==> src/rtl/fetch_queue_if.sv <==
// Fetch-side push port and decode-side pop port of the fetch queue.
// The queue is the slave; the fetch stage and decode stage together act as master.
interface fetch_queue_if #(
  parameter int DEPTH = 4
);
  localparam int PTR_W = $clog2(DEPTH);

  logic             fq_valid_i;
  logic [31:0]      fq_pc_i;
  logic [31:0]      fq_inst_i;
  logic             fq_ready_o;
  logic             dec_valid_o;
  logic [31:0]      dec_pc_o;
  logic [31:0]      dec_inst_o;
  logic             dec_ready_i;
  logic [PTR_W:0]   count_o;

  modport slave (
    input  fq_valid_i,
    input  fq_pc_i,
    input  fq_inst_i,
    output fq_ready_o,
    output dec_valid_o,
    output dec_pc_o,
    output dec_inst_o,
    input  dec_ready_i,
    output count_o
  );

  modport master (
    output fq_valid_i,
    output fq_pc_i,
    output fq_inst_i,
    input  fq_ready_o,
    input  dec_valid_o,
    input  dec_pc_o,
    input  dec_inst_o,
    output dec_ready_i,
    input  count_o
  );
endinterface

==> src/rtl/fetch_queue.sv <==
// Fetch-to-decode instruction FIFO with first-word fall-through, bubble drop
// and single-cycle flush on PC redirect.
module fetch_queue #(
  parameter int DEPTH = 4
) (
  input  logic          clk_i,
  input  logic          rst_i,
  input  logic          flush_i,
  fetch_queue_if.slave  bus
);
  localparam int PTR_W = $clog2(DEPTH);
  localparam logic [PTR_W:0]   FULL_CNT = (PTR_W + 1)'(DEPTH);
  localparam logic [PTR_W-1:0] PTR_ONE  = PTR_W'(1);
  localparam logic [PTR_W:0]   CNT_ONE  = (PTR_W + 1)'(1);

  logic [PTR_W-1:0] wr_q;
  logic [PTR_W-1:0] rd_q;
  logic [PTR_W:0]   cnt_q;

  logic [31:0] pc_mem   [DEPTH];
  logic [31:0] inst_mem [DEPTH];

  logic full;
  logic empty;
  logic push;
  logic pop;
  logic dec_valid;

  assign full  = (cnt_q == FULL_CNT);
  assign empty = (cnt_q == '0);

  // Ready looks only at registered occupancy, so a same-cycle pop never frees a slot.
  assign bus.fq_ready_o = !full;

  // Reset gates the head like flush does so nothing is consumed in a reset cycle.
  assign dec_valid       = !empty && !flush_i && !rst_i;
  assign bus.dec_valid_o = dec_valid;

  assign push = bus.fq_valid_i && !full && (bus.fq_inst_i != 32'h0)
                && !flush_i && !rst_i;
  assign pop  = dec_valid && bus.dec_ready_i;

  assign bus.dec_pc_o   = empty ? 32'h0 : pc_mem[rd_q];
  assign bus.dec_inst_o = empty ? 32'h0 : inst_mem[rd_q];
  assign bus.count_o    = cnt_q;

  always_ff @(posedge clk_i) begin
    if (rst_i || flush_i) begin
      wr_q  <= '0;
      rd_q  <= '0;
      cnt_q <= '0;
    end else begin
      if (push) wr_q <= wr_q + PTR_ONE;
      if (pop)  rd_q <= rd_q + PTR_ONE;
      case ({push, pop})
        2'b10:   cnt_q <= cnt_q + CNT_ONE;
        2'b01:   cnt_q <= cnt_q - CNT_ONE;
        default: cnt_q <= cnt_q;
      endcase
    end
  end

  // Storage is never cleared; stale words are hidden by the empty mux above.
  always_ff @(posedge clk_i) begin
    if (push) begin
      pc_mem[wr_q]   <= bus.fq_pc_i;
      inst_mem[wr_q] <= bus.fq_inst_i;
    end
  end
endmodule

==> src/flat_wrapper.sv <==
// flat-port wrapper written by rule: the top's interface ports become plain ports
module fetch_queue_flat 
#(
  parameter int DEPTH = 4
)
  (clk_i, rst_i, flush_i, bus_fq_valid_i, bus_fq_pc_i, bus_fq_inst_i, bus_fq_ready_o, bus_dec_valid_o, bus_dec_pc_o, bus_dec_inst_o, bus_dec_ready_i, bus_count_o);
  fetch_queue_if #(.DEPTH(DEPTH)) bus_i ();
  input  logic clk_i;
  input  logic rst_i;
  input  logic flush_i;
  input wire logic [$bits(bus_i.fq_valid_i)-1:0] bus_fq_valid_i;
  input wire logic [$bits(bus_i.fq_pc_i)-1:0] bus_fq_pc_i;
  input wire logic [$bits(bus_i.fq_inst_i)-1:0] bus_fq_inst_i;
  output wire logic [$bits(bus_i.fq_ready_o)-1:0] bus_fq_ready_o;
  output wire logic [$bits(bus_i.dec_valid_o)-1:0] bus_dec_valid_o;
  output wire logic [$bits(bus_i.dec_pc_o)-1:0] bus_dec_pc_o;
  output wire logic [$bits(bus_i.dec_inst_o)-1:0] bus_dec_inst_o;
  input wire logic [$bits(bus_i.dec_ready_i)-1:0] bus_dec_ready_i;
  output wire logic [$bits(bus_i.count_o)-1:0] bus_count_o;
  assign bus_i.fq_valid_i = bus_fq_valid_i;
  assign bus_i.fq_pc_i = bus_fq_pc_i;
  assign bus_i.fq_inst_i = bus_fq_inst_i;
  assign bus_fq_ready_o = bus_i.fq_ready_o;
  assign bus_dec_valid_o = bus_i.dec_valid_o;
  assign bus_dec_pc_o = bus_i.dec_pc_o;
  assign bus_dec_inst_o = bus_i.dec_inst_o;
  assign bus_i.dec_ready_i = bus_dec_ready_i;
  assign bus_count_o = bus_i.count_o;
  fetch_queue #(.DEPTH(DEPTH)) u_core (.clk_i(clk_i), .rst_i(rst_i), .flush_i(flush_i), .bus(bus_i));
endmodule
==> config.mk <==
export PLATFORM = sky130hd
export DESIGN_NAME = fetch_queue_flat
export DESIGN_NICKNAME = d
export VERILOG_FILES = /design/src/rtl/fetch_queue_if.sv /design/src/rtl/fetch_queue.sv /design/src/flat_wrapper.sv
export SDC_FILE = /design/constraint.sdc
export NUM_CORES = 1
export LEC_CHECK = 0
export CAP_MARGIN = 25
export CORE_MARGIN = 3
export CORE_UTILIZATION = 39
export CTS_CLUSTER_SIZE = 14
export DETAILED_ROUTE_END_ITERATION = 16
export SLEW_MARGIN = 20
export SYNTH_ARGS = -nofsm -noshare
export SYNTH_HDL_FRONTEND = slang
export SYNTH_SLANG_ARGS = --single-unit
==> constraint.sdc <==
create_clock -name clk_i -period 6.9 [get_ports clk_i]
set_input_delay 1.38 -clock clk_i [delete_from_list [all_inputs] [get_ports clk_i]]
set_output_delay 1.38 -clock clk_i [all_outputs]
set_load 0.01 [all_outputs]
======== Word level (Yosys, flattened, before mapping) ========
Memory sizes are Yosys's and may differ from the RTL's. A register that Yosys moved wholly into a read port is not among the register bits.
Cells that the tools add are included.
operators by class
  add/subtract/negate cells ............... 4
  reduce and logical (&&, ||, !) cells .... 15
  multiplexer cells ....................... 9
  eq/ne operators ......................... 3
operators with widths
  cell                   count
  $mux W32               2
  $reduce_bool A32 Y1    1
  $mux W2                4
  $logic_and A1 B1 Y1    7
  $pmux W3 S2            1
  $add A2 B1 Y2 const B  2
  $logic_not A1 Y1       4
  $add A3 B1 Y3 const B  1
  $eq A3 B3 Y1 const B   1
  $logic_not A3 Y1       1
  $sub A3 B1 Y3 const B  1
  $eq A2 B1 Y1 const B   1
  $eq A2 B2 Y1 const B   1
  $mux W1                2
  $reduce_bool A2 Y1     1
  $logic_or A1 B1 Y1     1
storage, ports and cells
  RAM bits ................................ 256
  bits of input ports ..................... 69
  output and inout bits ................... 69
  memories ................................ 2
  flip-flop bits (word level) ............. 7
  logic and storage cells ................. 36
memories
  memory           depth  bits a word  read ports  clocked after Yosys merged registers in  wr ports  RTL line           text
  u_core.inst_mem  4      32           1           1                                        1         fetch_queue.sv:21  logic [31:0] inst_mem [DEPTH];
  u_core.pc_mem    4      32           1           1                                        1         fetch_queue.sv:20  logic [31:0] pc_mem [DEPTH];

======== Depth between registers and ports, before layout ========
  depth after elaboration ................. 8
  gate-level depth with buffers ........... 10
  mapped depth without buffers ............ 10

======== Worst setup path before layout ========
OpenSTA, ideal clock, no wires.
  path type ............................... input to register
  from .................................... in flush_i
  to ...................................... mem u_core.inst_mem[0][0] (enable)
  path slack .............................. 3.137 ns
  library setup time ...................... 0.429 ns
  arrival ................................. 3.334 ns
  buffers on the path ..................... 0
  data required time ...................... 6.471 ns
  stages on the path ...................... 3
  path through ............................ nor2_1 -> o2111a_1 -> and2_1
between the ends
  cells in the longest elaborated chain, start to end .. 5
RTL lines
  element                           RTL line            text
  start: declaration                flat_wrapper.sv:10  input logic flush_i;
  $logic_not A1 Y1                  fetch_queue.sv:40   && !flush_i && !rst_i;
  $logic_and A1 B1 Y1 (2 in a row)  fetch_queue.sv:40
  $mux W1                           fetch_queue.sv:65   if (push) begin
  $mux W1 (not written as such)     fetch_queue.sv:67   inst_mem[wr_q] <= bus.fq_inst_i;
  end: declaration                  fetch_queue.sv:21
No other way between the ends.

==> impl_metrics.csv <==
group,metric,value,unit
detailed_routing,routedWlPerCell,21.0,µm
timing,setup_tns,0,ns
power,switching_share,0.186,
floorplanning,die_h,168,µm
global_route,antenna_found_initial,0,
power,internal-power,2.72,mW
power,p_sw,0.623,mW
clock_tree,cts-resized-gates,0,
synthesis,netlist_instances,469,
status,outcome,"complete, no violations",
floorplanning,die-area,0.0283,mm²
critical_path,worstPathCellList,"buf_4 > mux4_2 > and2_1 > clkdlybuf4s50_1",
clock_tree,cts_tree,"done",
synthesis,syn_area,0.0103,mm²
critical_path,critPathCaptureType,"output pin",
finish,stdcell_count,973,
power,p_leak,4.05,nW
clock_tree,insertion_delay,0.53,ns
global_route,grt_pass1_wl,31.9,mm
critical_path,start_kind,"register",
finish,register_area,0.00788,mm²
timing,hold_violations,0,
finish,n_fill_cell,2068,
detailed_routing,drt_wl_total,20.5,mm
synthesis,yosysUniqueCellTypes,26,
timing,slew_violations,0,
floorplanning,num_rows,58,
clock_tree,cts_max_path_buffers,3,
synthesis,avgSynthCellArea,21.9,µm²
synthesis,synth-seq-area-share,0.765,
run,cap_violations,0,
finish,drive_gt1_frac,0.174,
finish,areaGrowthSynthToFinish,25.9,%
detailed_routing,vias,4976,
timing,relSlewSlack,0.617,
detailed_routing,viasPerCell,5.11,
finish,stdcell_area,0.0129,mm²
global_route,grt-ovfl-total,0,
placement,dp_hpwl,12.2,mm
floorplanning,initial_core_util,0.402,
global_route,track_usage,0.146,
detailed_routing,drt_iter0_drc,263,
synthesis,ys_ff_latch,265,
synthesis,async_flop_share,0,
placement,place_area,0.0120,mm²
timing,skew,0.00663,ns
detailed_routing,first_pass_iters,4,
synthesis,synth-edff-count,256,
clock_tree,clk_pin_slew,0.06,ns
synthesis,synthFlopType,"edfxtp_1",
finish,nNetsFinal,697,
global_route,grt_max_degree,65,
detailed_routing,drc,0,
power,pwr_density_cell,258,mW/mm²
power,clock_power_share,0.430,
clock_tree,numCtsBuffers,28,
finish,n_antenna_cell,0,
placement,place.gp.congestion,0.677,
floorplanning,die_w,168,µm
floorplanning,io_pins,138,
critical_path,worstPathArrival,2.94,ns
critical_path,cp_slowest_stage_delay,0.73,ns
placement,dpl.cell_count,921,
timing,fmax,231,MHz
power,comb_power_share,0.035,
timing,period_minus_slack,4.32,ns
timing,worst_pin_slew,0.575,ns
clock_tree,postCtsSetupBuffers,0,
synthesis,yosys_warnings,0,
critical_path,critPathKind,"register to output pin",
clock_tree,holdBufCountCts,0,
floorplanning,design.core.area,0.0255,mm²
clock_tree,clockRootBuffer,"clkbuf_16",
critical_path,r2r_slack,3.90,ns
global_route,grt_pass1_vias,5524,
timing,rsz0062_at_grt,"false",
detailed_routing,ant_nets,0,
clock_tree,htree_num_levels,1,
critical_path,cp_slowest_cell,"dfxtp_4",
timing,finalCritPeriodShare,0.627,
power,vdd_drop_max,143,µV
finish,multi_input_area,0.00220,mm²
timing,finalSetupViolCount,0,
critical_path,critPathMaxFanout,26,
placement,portBuffers,137,
synthesis,synth.net_count,544,
clock_tree,cts.sink_count,265,
power,p_seq_frac,0.535,
worst_hold_path,min_path_type,"register to register",
critical_path,cp.required,5.52,ns
-- layout by cell type (no fill, tap or decap), drive strengths merged --
cell / synthesis / routed
nand4: 2 / 2
and2: 69 / 69
fa: 1 / 1
or3: 2 / 2
mux2i: 2 / 2
buf: 14 / 8
xor2: 4 / 4
nand3: 2 / 2
clkdlybuf4s50: 0 / 137
mux4: 64 / 64
a21oi: 2 / 2
clkinv: 0 / 13
o2111a: 1 / 1
nor4: 8 / 8
or2: 1 / 1
edfxtp: 256 / 256
ha: 5 / 5
nor2: 8 / 8
nand2: 3 / 3
dfxtp: 9 / 9
bufinv: 0 / 3
o21ai: 1 / 1
inv: 7 / 7
clkbuf: 8 / 35
-- power by group through the flow --
stage,clock network [mW],registers (mW),logic [mW]
6_report,1.44,1.79,0.116
5_1_grt,1.55,1.79,0.126
4_1_cts,1.49,1.79,0.118
3_5_place_dp,0,1.82,0.118
3_3_place_gp,0,1.82,0.112
2_1_floorplan,0,1.82,0.0361
-- final timing paths --
kind         depth (start not counted)                   from               endpoint
max                                  4               register     bus_dec_inst_o[20]
min                                  2         u_core.rd_q[1]         u_core.rd_q[1]
max reg2reg                         10  u_core.bus.count_o[2]  u_core.bus.count_o[2]
min reg2reg                          2         u_core.rd_q[1]         u_core.rd_q[1]
-- cell usage after synthesis, types with 4 or more instances --
cell type  instances  area [µm²]
xor2_1             4        35.0
edfxtp_1         256        7690
nor2_1             8        30.0
nor4_1             8        50.1
mux4_1             4         105
dfxtp_1            9         180
buf_12             6         120
buf_2              7        35.0
and2_1            69         432
mux4_2            60        1350
inv_1              7        26.3
clkbuf_1           7        26.3
ha_1               5        62.6
-- through the flow --
stage | utilization | total power, mW | setup slack, ns | hold WS, ns
3_3_place_gp | 0.466 | 1.93 | 2.41 | 0.482
6_report | 0.507 | 3.34 | 2.58 | 0.532
5_1_grt | 0.507 | 3.46 | 2.34 | 0.561
4_1_cts | 0.505 | 3.39 | 2.44 | 0.536
2_1_floorplan | - | 1.86 | 3.14 | 0.468
3_5_place_dp | 0.471 | 1.94 | 2.37 | 0.521
-- logic make-up (layout without fill, tap and decap cells) --
kind of cell	after synthesis	after routing	synth area share
buf+inv	29	203	0.0218
xor+xnor	4	4	0.00341
fa+ha+maj	6	6	0.00803
compound gates	4	4	0.00256
flops	265	265	0.765
mux	66	66	0.144
simple gates	95	95	0.0551
-- state kept, by name, indices dropped and copies added, names as in the netlist, named ones only --
register	cells
u_core.rd_q	2
u_core.bus.count_o	3
u_core.wr_q	2
u_core.inst_mem	128
u_core.pc_mem	128
-- layer usage --
layer / track usage / up-vias / wire, µm
met3: 0.0305 / 33 / 1100
li1: - / 2206 / -
met5: 0 / - / 0
met4: 0.0363 / 0 / 370
met1: 0.199 / 2592 / 9050
met2: 0.241 / 145 / 9950
-- cell type report --
class | instances | area share
clock buffers | 35 | 0.0578
clock inverters | 16 | 0.0110
inverters | 7 | 0.00203
multi-input cells | 175 | 0.170
flip-flops and latches | 265 | 0.609
well taps | 330 | 0.0319
repair buffers | 145 | 0.119
-- critical path, delay by kind of cell, from the launching register on --
kind | cells | cell delay, ns
simple gates | 1 | 0.19
buf+inv | 2 | 0.93
mux | 1 | 0.55
flops | 1 | 0.73
No activity file was read; power rests on OpenSTA's default activity.
